File: src/rtl/dircc_gpio_link_rx.sv
// Fabric-side receiver for the HPS GPIO53/54 bit-banged serial link: pin sync, frame decode, word FIFO.
// Optional even-parity bit per frame is enabled by defining DIRCC_GPIO_LINK_PARITY_EN.
//
// state  | meaning
// IDLE   | waiting for a start bit (sample 0 on an sclk rising edge)
// DATA   | shifting WORD_W data bits in, MSB first
// PARITY | waiting for the even-parity bit (parity build only)
module dircc_gpio_link_rx #(
    parameter int WORD_W         = 32,
    parameter int FIFO_DEPTH     = 4,
    parameter int SYNC_STAGES    = 2,
    parameter int TIMEOUT_CYCLES = 1024
) (
    input  logic              clk_clk,
    input  logic              reset_reset_n,
    input  logic              gpio_sclk,
    input  logic              gpio_sdata,
    output logic [WORD_W-1:0] rx_data,
    output logic              rx_valid,
    input  logic              rx_ready,
    output logic              frame_err,
    output logic              overflow,
    output logic              busy
);

    localparam int ADDR_W = $clog2(FIFO_DEPTH);
    localparam int CNT_W  = $clog2(WORD_W + 1);
    localparam int TMR_W  = $clog2(TIMEOUT_CYCLES + 1);
`ifdef DIRCC_GPIO_LINK_PARITY_EN
    localparam int SHIFT_W = WORD_W;
`else
    localparam int SHIFT_W = WORD_W - 1;
`endif
    localparam logic [CNT_W-1:0]  BIT_LAST = CNT_W'(WORD_W - 1);
    // Registered frame_err lands TIMEOUT_CYCLES cycles after the last edge cycle.
    localparam logic [TMR_W-1:0]  TMR_LAST = TMR_W'(TIMEOUT_CYCLES - 2);
    localparam logic [ADDR_W:0]   DEPTH    = (ADDR_W + 1)'(FIFO_DEPTH);

    typedef enum logic [1:0] {
        IDLE,
        DATA
`ifdef DIRCC_GPIO_LINK_PARITY_EN
        , PARITY
`endif
    } state_t;

    logic [SYNC_STAGES-1:0] sclk_sync, sdata_sync;
    logic                   sclk_prev;
    logic                   sclk_edge, sample;

    always_ff @(posedge clk_clk or negedge reset_reset_n) begin
        if (!reset_reset_n) begin
            sclk_sync  <= '1;
            sdata_sync <= '1;
            sclk_prev  <= 1'b1;
        end else begin
            sclk_sync  <= {sclk_sync[SYNC_STAGES-2:0], gpio_sclk};
            sdata_sync <= {sdata_sync[SYNC_STAGES-2:0], gpio_sdata};
            sclk_prev  <= sclk_sync[SYNC_STAGES-1];
        end
    end

    assign sclk_edge = sclk_sync[SYNC_STAGES-1] & ~sclk_prev;
    assign sample    = sdata_sync[SYNC_STAGES-1];

    state_t              state;
    logic [SHIFT_W-1:0]  shift_q;
    logic [CNT_W-1:0]    bit_cnt;
    logic [TMR_W-1:0]    tmr;
    logic                frame_done, frame_good;
    logic [WORD_W-1:0]   frame_word;

    always_comb begin
        frame_done = 1'b0;
        frame_good = 1'b0;
`ifdef DIRCC_GPIO_LINK_PARITY_EN
        frame_word = shift_q;
        if (state == PARITY && sclk_edge) begin
            frame_done = 1'b1;
            frame_good = ~(^{shift_q, sample});
        end
`else
        frame_word = {shift_q, sample};
        if (state == DATA && sclk_edge && bit_cnt == BIT_LAST) begin
            frame_done = 1'b1;
            frame_good = 1'b1;
        end
`endif
    end

    logic [WORD_W-1:0] mem [FIFO_DEPTH];
    logic [ADDR_W:0]   wr_ptr, rd_ptr, fifo_count;
    logic              pop, push, can_accept;

    assign fifo_count = wr_ptr - rd_ptr;
    assign rx_valid   = (wr_ptr != rd_ptr);
    assign rx_data    = mem[rd_ptr[ADDR_W-1:0]];
    assign pop        = rx_valid & rx_ready;
    assign can_accept = (fifo_count != DEPTH) | pop;
    assign push       = frame_done & frame_good & can_accept;
    assign busy       = (state != IDLE);

    always_ff @(posedge clk_clk or negedge reset_reset_n) begin
        if (!reset_reset_n) begin
            state     <= IDLE;
            shift_q   <= '0;
            bit_cnt   <= '0;
            tmr       <= '0;
            frame_err <= 1'b0;
            overflow  <= 1'b0;
        end else begin
            frame_err <= 1'b0;
            overflow  <= 1'b0;
            if (frame_done) begin
                state <= IDLE;
                tmr   <= '0;
                if (!frame_good)
                    frame_err <= 1'b1;
                else if (!can_accept)
                    overflow <= 1'b1;
            end else begin
                case (state)
                    IDLE: begin
                        tmr <= '0;
                        if (sclk_edge && !sample) begin
                            shift_q <= '0;
                            bit_cnt <= '0;
                            state   <= DATA;
                        end
                    end
                    default: begin
                        if (sclk_edge) begin
                            tmr <= '0;
                            if (state == DATA) begin
                                shift_q <= {shift_q[SHIFT_W-2:0], sample};
                                bit_cnt <= bit_cnt + 1'b1;
`ifdef DIRCC_GPIO_LINK_PARITY_EN
                                if (bit_cnt == BIT_LAST)
                                    state <= PARITY;
`endif
                            end
                        end else if (tmr == TMR_LAST) begin
                            state     <= IDLE;
                            tmr       <= '0;
                            frame_err <= 1'b1;
                        end else begin
                            tmr <= tmr + 1'b1;
                        end
                    end
                endcase
            end
        end
    end

    always_ff @(posedge clk_clk or negedge reset_reset_n) begin
        if (!reset_reset_n) begin
            wr_ptr <= '0;
            rd_ptr <= '0;
            for (int i = 0; i < FIFO_DEPTH; i++)
                mem[i] <= '0;
        end else begin
            if (push) begin
                mem[wr_ptr[ADDR_W-1:0]] <= frame_word;
                wr_ptr <= wr_ptr + 1'b1;
            end
            if (pop)
                rd_ptr <= rd_ptr + 1'b1;
        end
    end

endmodule

File: config.mk
export PLATFORM = sky130hd
export DESIGN_NAME = dircc_gpio_link_rx
export DESIGN_NICKNAME = d
export VERILOG_FILES = /design/src/rtl/dircc_gpio_link_rx.sv
export SDC_FILE = /design/constraint.sdc
export NUM_CORES = 1
export LEC_CHECK = 0
export CORE_MARGIN = 1
export CORE_UTILIZATION = 60
export CTS_BUF_LIST = sky130_fd_sc_hd__clkbuf_4 sky130_fd_sc_hd__clkbuf_8
export DETAILED_ROUTE_END_ITERATION = 12
export PLACE_DENSITY = 0.79
export SLEW_MARGIN = 40
export SYNTH_ARGS = -nofsm -noshare
export SYNTH_HDL_FRONTEND = slang
export SYNTH_SLANG_ARGS = --single-unit
File: constraint.sdc
create_clock -name clk_clk -period 4.1 [get_ports clk_clk]
set_input_delay 0.41 -clock clk_clk [delete_from_list [all_inputs] [get_ports clk_clk]]
set_output_delay 0.41 -clock clk_clk [all_outputs]
set_load 0.01 [all_outputs]
==> insert_results.sql <==
INSERT INTO impl_metrics (metric_group, metric, value, unit) VALUES
('run_status', 'outcome', 'complete, no violations', ''),
('worst_setup_path', 'regToRegStartpoint', 'wr_ptr[0]', ''),
('timing', 'max_freq', '0.335', 'GHz'),
('timing', 'finalSetupViolations', '0', ''),
('placed_design', 'detailed_place_hpwl', '10.0', 'mm'),
('clock_tree', 'cts_root_buf', 'sky130_fd_sc_hd__clkbuf_8', ''),
('floorplanning', 'die_h', '122', 'µm'),
('timing', 'post_route_fraction_of_the_period_consumed_by_the_critical_path', '0.728', ''),
('worst_setup_path', 'start_kind', 'flip-flop', ''),
('grt', 'groute.usage.overall', '0.248', ''),
('yosys', 'synth_top_cells_by_count', 'sky130_fd_sc_hd__dfrtp_1, sky130_fd_sc_hd__mux2_4, sky130_fd_sc_hd__a22o_1, sky130_fd_sc_hd__mux4_2, sky130_fd_sc_hd__nor2_1', ''),
('floorplanning', 'core_area', '13900', 'µm²'),
('route', 'via_per_inst', '6.12', ''),
('clock_tree', 'clock_tree.htree_level_count', '4', ''),
('yosys', 'synth_cell_types', '35', ''),
('clock_tree', 'clock_latency', '480', 'ps'),
('timing', 'timing_worst_slew_pin_value', '723', 'ps'),
('placed_design', 'placed_cells_incl_taps', '715', ''),
('final_layout', 'final_net_count', '571', ''),
('yosys', 'synth_most_common_cell', 'sky130_fd_sc_hd__dfrtp_1', ''),
('clock_tree', 'path_clk_slew', '90', 'ps'),
('yosys', 'dominantRegCellSynth', 'sky130_fd_sc_hd__dfrtp_1', ''),
('power_and_ir_drop', 'power.static_leakage', '4.79', 'nW'),
('worst_setup_path', 'cp_data_arrival_time', '2570', 'ps'),
('final_layout', 'fillCellCount', '889', ''),
('yosys', 'post_synth_main_area_contributors', 'sky130_fd_sc_hd__dfrtp_1, sky130_fd_sc_hd__mux2_4, sky130_fd_sc_hd__mux4_2, sky130_fd_sc_hd__a22o_1, sky130_fd_sc_hd__buf_6', ''),
('grt', 'grt.overflow.total', '0', ''),
('yosys', 'synth-async-reset-ratio', '1.00', ''),
('final_layout', 'share_of_post_route_cells_with_drive_strength_above_1', '0.387', ''),
('timing', 'max_slew_margin', '0.518', ''),
('final_layout', 'n_antenna_cell', '0', ''),
('yosys', 'yosysWarningCount', '0', ''),
('clock_tree', 'numClockSinks', '190', ''),
('worst_setup_path', 'regToRegSetupSlack', '1220', 'ps'),
('clock_tree', 'clock_tree.buffer_depth', '2', ''),
('worst_setup_path', 'worst-endpoint-required', '3690', 'ps'),
('clock_tree', 'post_cts_buffers', '0', ''),
('timing', 'timing.clock.skew', '13.0', 'ps'),
('route', 'drtAntennaViolNets', '0', ''),
('clock_tree', 'postCtsHoldBufs', '1', ''),
('yosys', 'postSynthAreaPerCell', '16.8', 'µm²'),
('final_layout', 'instances_no_fill', '749', ''),
('floorplanning', 'fp.dieW', '122', 'µm'),
('floorplanning', 'number_of_top_level_pins', '41', ''),
('timing', 'grt_setup_unrepaired', 'false', ''),
('yosys', 'synth_edf_count', '0', ''),
('yosys', 'synth_cells', '512', ''),
('min_path', 'hp-start', 'gpio_sclk', ''),
('worst_setup_path', 'crit_fanout', '34', ''),
('worst_setup_path', 'timing_worst_setup_path_type', 'reg -> out', ''),
('floorplanning', 'fp.dieArea', '14800', 'µm²'),
('grt', 'antenna_found_initial', '0', ''),
('worst_setup_path', 'worst_setup_path_end_kind', 'output port', ''),
('timing', 'report.final.hold_viol_count', '0', ''),
('route', 'postRouteWirelength', '16.4', 'mm'),
('placed_design', 'io_buffers', '40', ''),
('floorplanning', 'starting_density_of_the_core', '0.617', ''),
('yosys', 'synth_top_cell_area_share', '0.539', ''),
('run', 'max_cap_viol_count', '0', ''),
('route', 'drt-pass1-iter-count', '4', ''),
('clock_tree', 'cts_resized', '0', ''),
('grt', 'grt_first_pass_wirelength', '27.1', 'mm'),
('min_path', 'timing.hold.worst.class', 'in -> reg', ''),
('placed_design', 'gp_congestion', '0.688', ''),
('timing', 'final-max-slew-violation-count', '0', ''),
('route', 'post_drt_wl_per_cell', '21.9', 'µm'),
('route', 'num_vias', '4586', ''),
('timing', 'period_needed', '2980', 'ps'),
('route', 'number_of_design_rule_violations_left_by_the_first_detailed_router_iteration', '283', ''),
('yosys', 'synth_largest_area_cell', 'sky130_fd_sc_hd__dfrtp_1', ''),
('yosys', 'syn-cell-area', '8600', 'µm²');
-- power breakdown --
part	internal [mW]	total, mW	switching, mW
Sequential	1.90	1.94	0.0412
Clock	0.687	1.32	0.630
Combinational	0.0416	0.119	0.0774
Total	2.63	3.38	0.749
-- state kept, by name, indices dropped and copies added (netlist names) --
register,flops
bit_cnt,6
frame_err,1
sdata_sync,2
sclk_prev,1
mem,128
state,1
shift_q,31
rd_ptr,3
overflow,1
wr_ptr,3
tmr,11
sclk_sync,2
-- metrics by stage --
step | area (µm²) | util | setup slack (ps)
global route | 9700 | 0.696 | 964
floorplan | 8600 | - | 1390
detailed placement | 9230 | 0.662 | 1240
CTS | 9670 | 0.694 | 1030
finish | 9700 | 0.696 | 1120
global placement | 9080 | 0.651 | 1160
-- cell usage in the layout, fill, tap and decap left out, types with 6 or more instances in the layout --
cell type and instances:
sky130_fd_sc_hd__a22o_1 32, sky130_fd_sc_hd__nand2_1 9, sky130_fd_sc_hd__mux2_2 12, sky130_fd_sc_hd__mux4_2 32
sky130_fd_sc_hd__inv_1 6, sky130_fd_sc_hd__nor2_1 14, sky130_fd_sc_hd__clkdlybuf4s50_1 39, sky130_fd_sc_hd__nand3_1 9
sky130_fd_sc_hd__mux2_4 119, sky130_fd_sc_hd__clkbuf_8 18, sky130_fd_sc_hd__ha_1 10, sky130_fd_sc_hd__xnor2_1 9
sky130_fd_sc_hd__dfrtp_1 184
-- final cells by class --
type	count	area [µm²]	area share
timing repair buffer	54	651	0.0671
sequential	190	4760	0.491
inverter	6	22.5	0.00232
tap	180	225	0.0232
multi-input combinational	287	3610	0.372
clock inverter	12	168	0.0173
clock buffer	20	263	0.0271
-- path summary, 6_finish.rpt --
kind | endpoint | depth (start not counted)
setup / recovery | rx_data[0] | 3
hold / removal | sclk_sync[0] | 1
setup reg to reg | mem[31] | 7
hold reg to reg | sclk_sync[1] | 0
max in group asynchronous | sclk_sync[0] | 3
min in group asynchronous | mem[104] | 2
-- logic make-up (layout without fill, tap and decap cells) --
group	Yosys count	after routing	share of synthesized area
AOI/OAI and AO/OA	43	43	0.0405
xor gates and xnor gates	14	14	0.0143
adders and majority gates	10	10	0.0146
buffers and inverters	35	92	0.0263
DFF	190	190	0.554
muxes	163	163	0.307
and+or+nand+nor	57	57	0.0431
-- per-layer routing --
layer  vias up  GRT usage  part of all wire  routed length [µm]
li1       1980          -                 -                   -
met1      2500      0.333              0.44                7260
met2        81      0.400              0.51                8360
met3        25     0.0492             0.029                 478
met4         0      0.103             0.018                 300
met5         -          0                 0                   0
-- worst max-delay path: stages, from the launching register on --
cell and delay (ps):
sky130_fd_sc_hd__dfrtp_2 360, sky130_fd_sc_hd__buf_4 580, sky130_fd_sc_hd__mux4_2 630, sky130_fd_sc_hd__clkdlybuf4s50_1 500
Power figures use the tool's default switching activity.
